## config.mk

```make
export PLATFORM = sky130hd
export DESIGN_NAME = cache_controller_q_flat
export DESIGN_NICKNAME = d
export VERILOG_FILES = /design/src/rtl/cache_controller_q_if.sv /design/src/rtl/cache_controller_q.sv /design/src/flat_wrapper.sv
export SDC_FILE = /design/constraint.sdc
export NUM_CORES = 1
export LEC_CHECK = 0
export BUFFER_PORTS_ARGS = -buffer_cell sky130_fd_sc_hd__buf_2
export CAP_MARGIN = 10
export CORE_UTILIZATION = 42
export CTS_BUF_LIST = sky130_fd_sc_hd__clkbuf_4 sky130_fd_sc_hd__clkbuf_8 sky130_fd_sc_hd__clkbuf_16
export DETAILED_ROUTE_END_ITERATION = 10
export GPL_TIMING_DRIVEN = 0
export SYNTH_ARGS = -nofsm -noshare
export SYNTH_HDL_FRONTEND = slang
export SYNTH_SLANG_ARGS = --single-unit
```

## constraint.sdc

```tcl
create_clock -name clk -period 3.41 [get_ports clk]
set_input_delay 0.1705 -clock clk [delete_from_list [all_inputs] [get_ports clk]]
set_output_delay 0.1705 -clock clk [all_outputs]
set_load 0.1 [all_outputs]
```

## src/rtl/cache_controller_q_if.sv

```systemverilog
// CPU-side request port, tag/state array strobes and ACE request/ready
// handshake of the queued cache line controller.
// master: the controller.  slave: the CPU / arrays / interconnect side.
interface cache_controller_q_if #(
  parameter int ADDR_W = 32
);
  logic              cpu_req_valid;
  logic              cpu_req_op;
  logic [ADDR_W-1:0] cpu_req_addr;
  logic              cache_ready;
  logic              lookup_valid;
  logic [ADDR_W-1:0] lookup_addr;
  logic              cache_hit;
  logic [2:0]        line_state;
  logic              read_req;
  logic              write_req;
  logic              invalid_req;
  logic              ace_ready;
  logic              write_from_cpu;
  logic              write_from_interconnect;
  logic              state_sel;
  logic [2:0]        new_state;
  logic              cache_complete;
  logic              cache_error;

  modport master (
    input  cpu_req_valid, cpu_req_op, cpu_req_addr, cache_hit, line_state, ace_ready,
    output cache_ready, lookup_valid, lookup_addr, read_req, write_req, invalid_req,
           write_from_cpu, write_from_interconnect, state_sel, new_state,
           cache_complete, cache_error
  );

  modport slave (
    output cpu_req_valid, cpu_req_op, cpu_req_addr, cache_hit, line_state, ace_ready,
    input  cache_ready, lookup_valid, lookup_addr, read_req, write_req, invalid_req,
           write_from_cpu, write_from_interconnect, state_sel, new_state,
           cache_complete, cache_error
  );
endinterface

```

## src/rtl/cache_controller_q.sv

```systemverilog
// Queued cache line controller: CPU requests land in a QUEUE_DEPTH FIFO and
// are serviced one at a time (lookup, optional write-back, fill or upgrade,
// array update). Optional ACE wait timeout under `CACHE_CTRL_TIMEOUT_EN`.
module cache_controller_q #(
  parameter int ADDR_W      = 32,
  parameter int QUEUE_DEPTH = 4,
  parameter int TIMEOUT_W   = 8
)(
  input  logic                clk,
  input  logic                reset,
  cache_controller_q_if.master bus
);
  localparam int PTR_W = $clog2(QUEUE_DEPTH);
  localparam int CNT_W = $clog2(QUEUE_DEPTH + 1);
  localparam logic [CNT_W-1:0] FULL = CNT_W'(QUEUE_DEPTH);

  localparam logic [2:0] ST_I  = 3'b000;
  localparam logic [2:0] ST_UD = 3'b001;
  localparam logic [2:0] ST_UC = 3'b010;
  localparam logic [2:0] ST_SD = 3'b011;

  typedef enum logic [2:0] {IDLE, LOOKUP, DECIDE, WB, FILL, INVAL, UPDATE, DONE} state_t;
  typedef logic [TIMEOUT_W-1:0] tmo_t;

  state_t            state_q, state_d;
  logic [ADDR_W-1:0] fifo_addr [QUEUE_DEPTH];
  logic              fifo_op   [QUEUE_DEPTH];
  logic [PTR_W-1:0]  wr_ptr, rd_ptr;
  logic [CNT_W-1:0]  count;
  logic              op_q;
  logic [ADDR_W-1:0] addr_q;
  logic              push, pop, abort;

  assign bus.cache_ready = (count != FULL);
  assign push            = bus.cpu_req_valid && bus.cache_ready;
  // Pop only from IDLE, and only what was already queued (no bypass).
  assign pop             = (state_q == IDLE) && (count != '0);
  assign bus.lookup_addr = addr_q;

  // Request FIFO: storage, wrapping pointers and occupancy count
  always_ff @(posedge clk) begin
    if (reset) begin
      wr_ptr <= '0;
      rd_ptr <= '0;
      count  <= '0;
    end else begin
      if (push) begin
        fifo_addr[wr_ptr] <= bus.cpu_req_addr;
        fifo_op[wr_ptr]   <= bus.cpu_req_op;
        wr_ptr            <= wr_ptr + 1'b1;
      end
      if (pop) rd_ptr <= rd_ptr + 1'b1;
      case ({push, pop})
        2'b10:   count <= count + 1'b1;
        2'b01:   count <= count - 1'b1;
        default: count <= count;
      endcase
    end
  end

  // Latch the head request for the duration of its service
  always_ff @(posedge clk) begin
    if (reset) begin
      op_q   <= 1'b0;
      addr_q <= '0;
    end else if (pop) begin
      op_q   <= fifo_op[rd_ptr];
      addr_q <= fifo_addr[rd_ptr];
    end
  end

`ifdef CACHE_CTRL_TIMEOUT_EN
  tmo_t tmo_cnt, tmo_nxt;
  logic waiting;

  assign waiting = (state_q == WB) || (state_q == FILL) || (state_q == INVAL);
  assign tmo_nxt = tmo_cnt + tmo_t'(1);
  // Give up when this waiting cycle takes the counter to all-ones; a
  // completion arriving in that same cycle still wins.
  assign abort           = waiting && !bus.ace_ready && (&tmo_nxt);
  assign bus.cache_error = abort;

  // Wait counter: restarts on every entry into a wait state
  always_ff @(posedge clk) begin
    if (reset || !waiting || (state_d != state_q)) tmo_cnt <= '0;
    else                                           tmo_cnt <= tmo_nxt;
  end
`else
  assign abort           = 1'b0;
  assign bus.cache_error = 1'b0;
`endif

  // State register
  always_ff @(posedge clk) begin
    if (reset) state_q <= IDLE;
    else       state_q <= state_d;
  end

  // Next-state and array/ACE strobes
  always_comb begin
    state_d                     = state_q;
    bus.lookup_valid            = 1'b0;
    bus.read_req                = 1'b0;
    bus.write_req               = 1'b0;
    bus.invalid_req             = 1'b0;
    bus.write_from_cpu          = 1'b0;
    bus.write_from_interconnect = 1'b0;
    bus.state_sel               = 1'b0;
    bus.new_state               = ST_I;
    bus.cache_complete          = 1'b0;
    case (state_q)
      IDLE:   if (pop) state_d = LOOKUP;
      LOOKUP: begin
        bus.lookup_valid = 1'b1;
        state_d          = DECIDE;
      end
      DECIDE: begin
        // A hit on an Invalid line is a miss.
        if (bus.cache_hit && bus.line_state != ST_I) begin
          if (!op_q)                                               state_d = DONE;
          else if (bus.line_state == ST_UD || bus.line_state == ST_UC) state_d = UPDATE;
          else                                                     state_d = INVAL;
        end else if (bus.line_state == ST_UD || bus.line_state == ST_SD) begin
          state_d = WB;
        end else begin
          state_d = FILL;
        end
      end
      WB: begin
        bus.write_req = 1'b1;
        if (bus.ace_ready) begin
          bus.state_sel = 1'b1;
          bus.new_state = ST_I;
          state_d       = FILL;
        end else if (abort) begin
          state_d = IDLE;
        end
      end
      FILL: begin
        bus.read_req = 1'b1;
        if (bus.ace_ready) begin
          bus.write_from_interconnect = 1'b1;
          bus.state_sel               = 1'b1;
          bus.new_state               = ST_UC;
          state_d                     = op_q ? UPDATE : DONE;
        end else if (abort) begin
          state_d = IDLE;
        end
      end
      INVAL: begin
        bus.invalid_req = 1'b1;
        if (bus.ace_ready) state_d = UPDATE;
        else if (abort)    state_d = IDLE;
      end
      UPDATE: begin
        bus.write_from_cpu = 1'b1;
        bus.state_sel      = 1'b1;
        bus.new_state      = ST_UD;
        state_d            = DONE;
      end
      DONE: begin
        bus.cache_complete = 1'b1;
        state_d            = IDLE;
      end
      default: state_d = IDLE;
    endcase
  end
endmodule

```

## src/flat_wrapper.sv

```systemverilog
// flat-port wrapper written by rule: the top's interface ports become plain ports
module cache_controller_q_flat 
#(
  parameter int ADDR_W      = 32,
  parameter int QUEUE_DEPTH = 4,
  parameter int TIMEOUT_W   = 8
)
  (clk, reset, bus_cpu_req_valid, bus_cpu_req_op, bus_cpu_req_addr, bus_cache_hit, bus_line_state, bus_ace_ready, bus_cache_ready, bus_lookup_valid, bus_lookup_addr, bus_read_req, bus_write_req, bus_invalid_req, bus_write_from_cpu, bus_write_from_interconnect, bus_state_sel, bus_new_state, bus_cache_complete, bus_cache_error);
  cache_controller_q_if #(.ADDR_W(ADDR_W)) bus_i ();
  input  logic clk;
  input  logic reset;
  input wire logic [$bits(bus_i.cpu_req_valid)-1:0] bus_cpu_req_valid;
  input wire logic [$bits(bus_i.cpu_req_op)-1:0] bus_cpu_req_op;
  input wire logic [$bits(bus_i.cpu_req_addr)-1:0] bus_cpu_req_addr;
  input wire logic [$bits(bus_i.cache_hit)-1:0] bus_cache_hit;
  input wire logic [$bits(bus_i.line_state)-1:0] bus_line_state;
  input wire logic [$bits(bus_i.ace_ready)-1:0] bus_ace_ready;
  output wire logic [$bits(bus_i.cache_ready)-1:0] bus_cache_ready;
  output wire logic [$bits(bus_i.lookup_valid)-1:0] bus_lookup_valid;
  output wire logic [$bits(bus_i.lookup_addr)-1:0] bus_lookup_addr;
  output wire logic [$bits(bus_i.read_req)-1:0] bus_read_req;
  output wire logic [$bits(bus_i.write_req)-1:0] bus_write_req;
  output wire logic [$bits(bus_i.invalid_req)-1:0] bus_invalid_req;
  output wire logic [$bits(bus_i.write_from_cpu)-1:0] bus_write_from_cpu;
  output wire logic [$bits(bus_i.write_from_interconnect)-1:0] bus_write_from_interconnect;
  output wire logic [$bits(bus_i.state_sel)-1:0] bus_state_sel;
  output wire logic [$bits(bus_i.new_state)-1:0] bus_new_state;
  output wire logic [$bits(bus_i.cache_complete)-1:0] bus_cache_complete;
  output wire logic [$bits(bus_i.cache_error)-1:0] bus_cache_error;
  assign bus_i.cpu_req_valid = bus_cpu_req_valid;
  assign bus_i.cpu_req_op = bus_cpu_req_op;
  assign bus_i.cpu_req_addr = bus_cpu_req_addr;
  assign bus_i.cache_hit = bus_cache_hit;
  assign bus_i.line_state = bus_line_state;
  assign bus_i.ace_ready = bus_ace_ready;
  assign bus_cache_ready = bus_i.cache_ready;
  assign bus_lookup_valid = bus_i.lookup_valid;
  assign bus_lookup_addr = bus_i.lookup_addr;
  assign bus_read_req = bus_i.read_req;
  assign bus_write_req = bus_i.write_req;
  assign bus_invalid_req = bus_i.invalid_req;
  assign bus_write_from_cpu = bus_i.write_from_cpu;
  assign bus_write_from_interconnect = bus_i.write_from_interconnect;
  assign bus_state_sel = bus_i.state_sel;
  assign bus_new_state = bus_i.new_state;
  assign bus_cache_complete = bus_i.cache_complete;
  assign bus_cache_error = bus_i.cache_error;
  cache_controller_q #(.ADDR_W(ADDR_W), .QUEUE_DEPTH(QUEUE_DEPTH), .TIMEOUT_W(TIMEOUT_W)) u_core (.clk(clk), .reset(reset), .bus(bus_i));
endmodule
```

## After elaboration in Yosys (flattened, before gate mapping)

Memories as Yosys holds them, arrays and structs flattened. A register that Yosys moved wholly into a read port is not among the register bits.
Index checks and enable logic that the tools add are counted.

- Flip-flop bits (word level): 10
- Bits in writable memories: 132
- Input bits: 41
- Word-level logic and storage cells: 63
- Memories: 2

- $add $sub $neg: 4
- Eq/ne operators: 17
- Mux-type cells: 25
- Reduce and logical (&&, ||, !) cells: 11

Memories:

| memory | depth | width | rd ports | clocked after memory_dff | wr ports | line | source |
|---|---|---|---|---|---|---|---|
| u_core.fifo_addr | 4 | 32 | 1 | 1 | 1 | cache_controller_q.sv:26 | `logic [ADDR_W-1:0] fifo_addr [QUEUE_DEPTH];` |
| u_core.fifo_op | 4 | 1 | 1 | 1 | 1 | cache_controller_q.sv:27 | `logic fifo_op [QUEUE_DEPTH];` |

Operator list:

| kind | count |
|---|---|
| 3-bit one-hot mux with 8 select lines | 1 |
| 3-bit two-way mux | 7 |
| 3-bit by 2-bit == test with 1-bit output (second input constant) | 4 |
| 3-bit == test (second input constant) | 4 |
| 1-bit two-way mux | 12 |
| 3-bit one-hot mux with 2 select lines | 2 |
| 3-bit by 1-bit == test with 1-bit output (second input constant) | 2 |
| 2-bit inequality test (second input constant) | 3 |
| 3-bit nonzero test | 2 |
| 2-bit by 1-bit adder with 2-bit output (second input constant) | 2 |
| 2-bit two-way mux | 2 |
| 4-bit AND reduction | 1 |
| 3-bit by 1-bit adder with 3-bit output (second input constant) | 1 |
| 1-bit logical AND | 3 |
| 3-bit zero test | 1 |
| 3-bit inequality test (second input constant) | 1 |
| 3-bit by 1-bit subtractor with 3-bit output (second input constant) | 1 |
| 2-bit by 1-bit == test with 1-bit output (second input constant) | 1 |
| 2-bit == test (second input constant) | 1 |
| 1-bit logical OR | 2 |
| 2-bit by 1-bit inequality test with 1-bit output (second input constant) | 1 |
| 1-bit one-hot mux with 2 select lines | 1 |
| 2-bit nonzero test | 1 |
| 2-bit OR reduction | 1 |

## Longest topological paths before layout

- Word-level depth: 6
- Gate-level depth with buffers: 11
- Depth with buffers taken out: 9

## Least setup slack after synthesis

Ideal clock, no wire load.

- Path type: reg2out
- Start: register u_core.state_q[1]
- End: output bus_state_sel
- Arrival time: 3943 ps
- Data required time: 3239 ps
- Path slack: -703 ps
- Cell stages (with the launch flop): 6
- Buffers on the path: 1
- Cell sequence: dfxtp_1 -> buf_2 -> inv_1 -> nor3_1 -> nand2_1 -> o21ai_0

- Longest elaborated chain between the ends: 3

Ends and longest elaborated chain:

| item | line | source |
|---|---|---|
| start, declared | cache_controller_q.sv:25 | `state_t state_q, state_d;` |
| start signal, assigned | cache_controller_q.sv:96 | `else state_q <= state_d;` |
| 3-bit by 2-bit == test with 1-bit output or 3-bit == test (tied branches) | cache_controller_q.sv:111 | `case (state_q)` |
| 2-bit OR reduction (no line) | -- |  |
| 1-bit one-hot mux with 2 select lines * | cache_controller_q.sv:111 |  |
| end, declared | flat_wrapper.sv:26 | `output wire logic [$bits(bus_i.state_sel)-1:0] bus_state_sel;` |

Every way passes the cells marked *; elsewhere a longest branch is shown, timed or not.

## Worst setup path after layout

- Start: register u_core.state_q[0]
- End: register u_core.count[2]

- Longest elaborated chain between the ends: 4

Ends and longest elaborated chain:

| item | line | source |
|---|---|---|
| 3-bit zero test * | cache_controller_q.sv:37 | `assign pop = (state_q == IDLE) && (count != '0);` |
| 1-bit logical AND * | cache_controller_q.sv:37 |  |
| named net u_core.pop | cache_controller_q.sv:32 | `logic push, pop, abort;` |
| 2-bit by 1-bit == test with 1-bit output or 2-bit == test (tied branches) | cache_controller_q.sv:53 | `case ({push, pop})` |
| 3-bit one-hot mux with 2 select lines or 2-bit nonzero test (tied branches) | -- |  |
| end signal, assigned | cache_controller_q.sv:54 | `2'b10: count <= count + 1'b1;` |
| end signal, assigned | cache_controller_q.sv:55 | `2'b01: count <= count - 1'b1;` |
| end signal, assigned | cache_controller_q.sv:56 | `default: count <= count;` |
| end, declared | cache_controller_q.sv:29 | `logic [CNT_W-1:0] count;` |

The timed path passes the listed nets; every way through them passes the cells marked *.
A chain may end at the register's enable or synchronous reset.

==> metrics.txt <==
# TYPE chip_impl_metric gauge
chip_impl_info{name="cts_root_buf",value="clkbuf_16"} 1
chip_impl_metric{name="crit_fanout",unit=""} 10
chip_impl_metric{name="hold_bufs_at_cts",unit=""} 33
chip_impl_metric{name="sequential_area_share_after_synthesis",unit="%"} 72.9
chip_impl_metric{name="cp_data_arrival_time",unit="ns"} 3.14
chip_impl_metric{name="place_worst_setup_slack",unit="ns"} 0.624
chip_impl_metric{name="dp_hpwl",unit="um"} 8150
chip_impl_metric{name="grt_util_all_layers",unit="%"} 17.2
chip_impl_metric{name="multi_input_area",unit="mm2"} 0.00162
chip_impl_metric{name="die_area",unit="mm2"} 0.0163
chip_impl_metric{name="worst_slew_margin_rel",unit="%"} 53.9
chip_impl_info{name="result_of_the_run",value="complete, no violations"} 1
chip_impl_metric{name="final.setup.tns",unit="ns"} 0
chip_impl_metric{name="vdd.ir_drop.worst",unit="V"} 0.000490
chip_impl_metric{name="drt_pass1_iterations",unit=""} 4
chip_impl_metric{name="dpl.cell_count",unit=""} 713
chip_impl_metric{name="final_cell_area",unit="mm2"} 0.00832
chip_impl_info{name="yosys-top-cells-area",value="edfxtp_1, dfxtp_1, mux4_2"} 1
chip_impl_info{name="holdPathEnd",value="u_core.wr_ptr[1]$_SDFFE_PP0P_"} 1
chip_impl_metric{name="p_leak",unit="nW"} 2.98
chip_impl_metric{name="cts-htree-levels",unit=""} 4
chip_impl_metric{name="area_growth_syn_to_layout",unit="%"} 25.8
chip_impl_metric{name="final_worst_clock_skew",unit="ns"} 0.0117
chip_impl_metric{name="r2r_cells",unit=""} 11
chip_impl_metric{name="setup_viol_count_final",unit=""} 0
chip_impl_metric{name="postSynthRegisterBits",unit=""} 175
chip_impl_metric{name="whs_path_depth",unit=""} 3
chip_impl_metric{name="drive_above_1_share",unit="%"} 30.5
chip_impl_metric{name="antenna_found_initial",unit=""} 0
chip_impl_metric{name="power.switching",unit="mW"} 2.95
chip_impl_metric{name="initial_utilization",unit="%"} 43.3
chip_impl_info{name="most_common_cell_after_layout_fill_and_taps_aside",value="edfxtp_1"} 1
chip_impl_info{name="leading_cell_types_in_the_layout_fill_and_taps_excluded",value="edfxtp_1, buf_2, nand2_1"} 1
chip_impl_metric{name="timing.final.max_slew_violations",unit=""} 0
chip_impl_metric{name="postSynthAreaPerCell",unit="um2"} 15.9
chip_impl_metric{name="period_minus_slack",unit="ns"} 2.79
chip_impl_metric{name="worst_slack",unit="ns"} 0.618
chip_impl_metric{name="clock_tree_buffer_depth",unit=""} 2
chip_impl_metric{name="internal-power",unit="mW"} 4.35
chip_impl_info{name="critical_path.startpoint_type",value="flop"} 1
chip_impl_metric{name="register_to_register_setup_slack",unit="ns"} 0.62
chip_impl_info{name="rr_endpoint",value="u_core.count[2]$_SDFFE_PP0P_"} 1
chip_impl_metric{name="power.share.switching",unit="%"} 40.4
chip_impl_metric{name="detailroute.via_count",unit=""} 3819
chip_impl_metric{name="synth_cells",unit=""} 415
chip_impl_info{name="yosysTopAreaCell",value="edfxtp_1"} 1
chip_impl_metric{name="instances_no_fill",unit=""} 778
chip_impl_info{name="setup_repair_after_global_routing_missed_its_margin",value="false"} 1
chip_impl_metric{name="layout.nets",unit=""} 601
chip_impl_metric{name="global_route.overflow_total",unit=""} 0
chip_impl_metric{name="antenna-diode-count",unit=""} 0
chip_impl_metric{name="totalPowerFinal",unit="mW"} 7.30
chip_impl_info{name="critPathLaunch",value="u_core.state_q[0]$_SDFFE_PP0P_"} 1
chip_impl_metric{name="flop_pwr_share",unit="%"} 37.2
chip_impl_info{name="tritoncts_clock_tree",value="yes"} 1
chip_impl_metric{name="grt_pass1_wl",unit="um"} 20300
chip_impl_metric{name="remaining_drc_errors",unit=""} 0
chip_impl_metric{name="post-synth-top-area-fraction",unit="%"} 59.9
chip_impl_metric{name="hold_slack",unit="ns"} 0.0475
chip_impl_metric{name="core_region_area",unit="mm2"} 0.0153
chip_impl_metric{name="combPwrFrac",unit="%"} 37.0
chip_impl_metric{name="portBuffers",unit=""} 82
chip_impl_metric{name="required",unit="ns"} 3.76
chip_impl_metric{name="cts.repair_timing.setup_buffer_count",unit=""} 0
chip_impl_metric{name="detailed_route_iter0_violations",unit=""} 202
chip_impl_info{name="hold_wc_startpoint",value="bus_cpu_req_valid"} 1
chip_impl_metric{name="route.detailed.wl_per_inst",unit="um"} 16.6
chip_impl_metric{name="routed_wl",unit="um"} 12900
chip_impl_info{name="worstHoldPathType",value="in2reg"} 1
chip_impl_metric{name="finalWeightedCongestion",unit=""} 0.742
chip_impl_metric{name="finalCritPeriodShare",unit="%"} 81.9
chip_impl_metric{name="placement_stage_cell_area",unit="mm2"} 0.00741
chip_impl_metric{name="postRouteAntennaNets",unit=""} 0
chip_impl_info{name="criticalPathCategory",value="reg2reg"} 1
chip_impl_info{name="reg_to_reg_start",value="u_core.state_q[0]$_SDFFE_PP0P_"} 1
chip_impl_metric{name="clock_insertion_delay_worst_skew",unit="ns"} 0.43
chip_impl_metric{name="synthesized_cell_area",unit="mm2"} 0.00661
chip_impl_metric{name="design.portCount",unit=""} 86
chip_impl_metric{name="final_core_util",unit="%"} 54.5
chip_impl_metric{name="cts_made_buffers",unit=""} 17
chip_impl_metric{name="cts.sinks",unit=""} 175
chip_impl_metric{name="register_area",unit="mm2"} 0.00482
chip_impl_metric{name="detail_route.vias_per_cell",unit=""} 4.91
chip_impl_metric{name="worst_pin_slew",unit="ns"} 0.691
chip_impl_metric{name="power.density_cell_area",unit="mW/mm2"} 877
chip_impl_metric{name="die_w",unit="um"} 127
chip_impl_metric{name="synth-warning-count",unit=""} 0
chip_impl_metric{name="clock_power_share",unit="%"} 25.7
chip_impl_metric{name="grt_max_degree",unit=""} 20
chip_impl_metric{name="clk_pin_slew",unit="ns"} 0.06
chip_impl_metric{name="hold_viol",unit=""} 0
chip_impl_metric{name="vias_in_the_first_global_route",unit=""} 3799
chip_impl_metric{name="floorplan.die.height",unit="um"} 127
chip_impl_metric{name="core.rowCount",unit=""} 45
chip_impl_metric{name="max_freq",unit="GHz"} 0.358
chip_impl_metric{name="synthDistinctLibCells",unit=""} 35
chip_impl_info{name="cp-end-kind",value="flop"} 1
chip_impl_metric{name="postCtsResizedCells",unit=""} 0
chip_impl_metric{name="num-fill-cells",unit=""} 1296
chip_impl_metric{name="max-cap-violations",unit=""} 0
-- registers in the layout, indices dropped and copies added, names as in the netlist --
register                cells
u_core.fifo_op              4
u_core.fifo_addr          128
u_core.rd_ptr               2
u_core.bus.lookup_addr     32
u_core.op_q                 1
u_core.state_q              3
u_core.wr_ptr               2
u_core.count                3
-- worst max-delay path by stage --
| stage | to | slack, ns | cells past startpoint |
|---|---|---|---|
| floorplan | bus_state_sel | 0.25 | 5 |
| global route | u_core.count[2]$_SDFFE_PP0P_ | 0.47 | 11 |
| CTS | u_core.count[2]$_SDFFE_PP0P_ | 0.60 | 11 |
| global placement | u_core.fifo_addr[1][21]$_DFFE_PP_ | 0.66 | 4 |
| finish | u_core.count[2]$_SDFFE_PP0P_ | 0.62 | 11 |
| detailed placement | u_core.count[2]$_SDFFE_PP0P_ | 0.62 | 11 |
-- cell usage after synthesis --
library cell / instances
xor2_1: 2
and2_1: 6
mux4_2: 33
o21a_1: 1
o21ai_0: 7
a21oi_1: 40
dfxtp_1: 43
clkinv_2: 1
fa_1: 1
a2111oi_0: 1
a31oi_1: 1
o211ai_1: 1
nor2b_1: 1
conb_1: 1
xnor2_1: 2
buf_4: 6
nand3_1: 1
nor2_1: 11
a32o_1: 1
ha_1: 5
inv_1: 10
nand2b_1: 1
nand2_1: 73
buf_2: 5
edfxtp_1: 132
a221oi_1: 1
or3_1: 2
or4_4: 1
nor3_1: 5
buf_6: 2
a31o_2: 1
or4_1: 1
and3_1: 2
or3b_2: 1
clkbuf_1: 13
-- worst max-delay path, cell delays in order (launching register included) --
cell	delay, ns
dfxtp_1	0.31
buf_6	0.13
or4_4	0.51
buf_6	0.16
clkinv_2	0.11
buf_4	0.21
ha_1	0.20
inv_1	0.07
fa_1	0.43
xor2_1	0.16
or3_1	0.30
a21oi_1	0.13
-- power by group through the flow --
stage               Clock [mW]  Sequential [mW]  Combinational [mW]
global route              1.99             2.75                2.87
global placement             0             2.75                2.65
CTS                       1.91             2.72                2.74
detailed placement           0             2.76                2.70
floorplan                    0             3.93                1.01
finish                    1.88             2.72                2.70
-- logic make-up (layout without fill, tap and decap cells) --
logic type | after synthesis | in the layout | share of synthesized area, %
flops | 175 | 175 | 72.9
simple gates | 105 | 105 | 6.77
compound gates | 54 | 54 | 4.43
buf+inv | 37 | 188 | 2.78
mux | 33 | 33 | 11.2
fa+ha+maj | 6 | 6 | 1.25
xor+xnor | 4 | 4 | 0.530
other cells | 1 | 2 | 0.0567
-- layout make-up --
type / instances / area share (%)
Buffer: 26 / 1.70
Sequential cell: 175 / 58.0
Clock inverter: 11 / 1.40
Multi-Input combinational cell: 204 / 19.5
Clock buffer: 21 / 5.55
Tap cell: 211 / 3.17
Inverter: 11 / 0.511
Timing Repair Buffer: 119 / 10.2
-- metal layers --
layer	share of wire, %	GRT usage, %
met4	1.6	6.86
met2	52	30.2
met1	43	20.8
met3	3.5	3.77
met5	0	0
(Power assumes the default switching activity.)
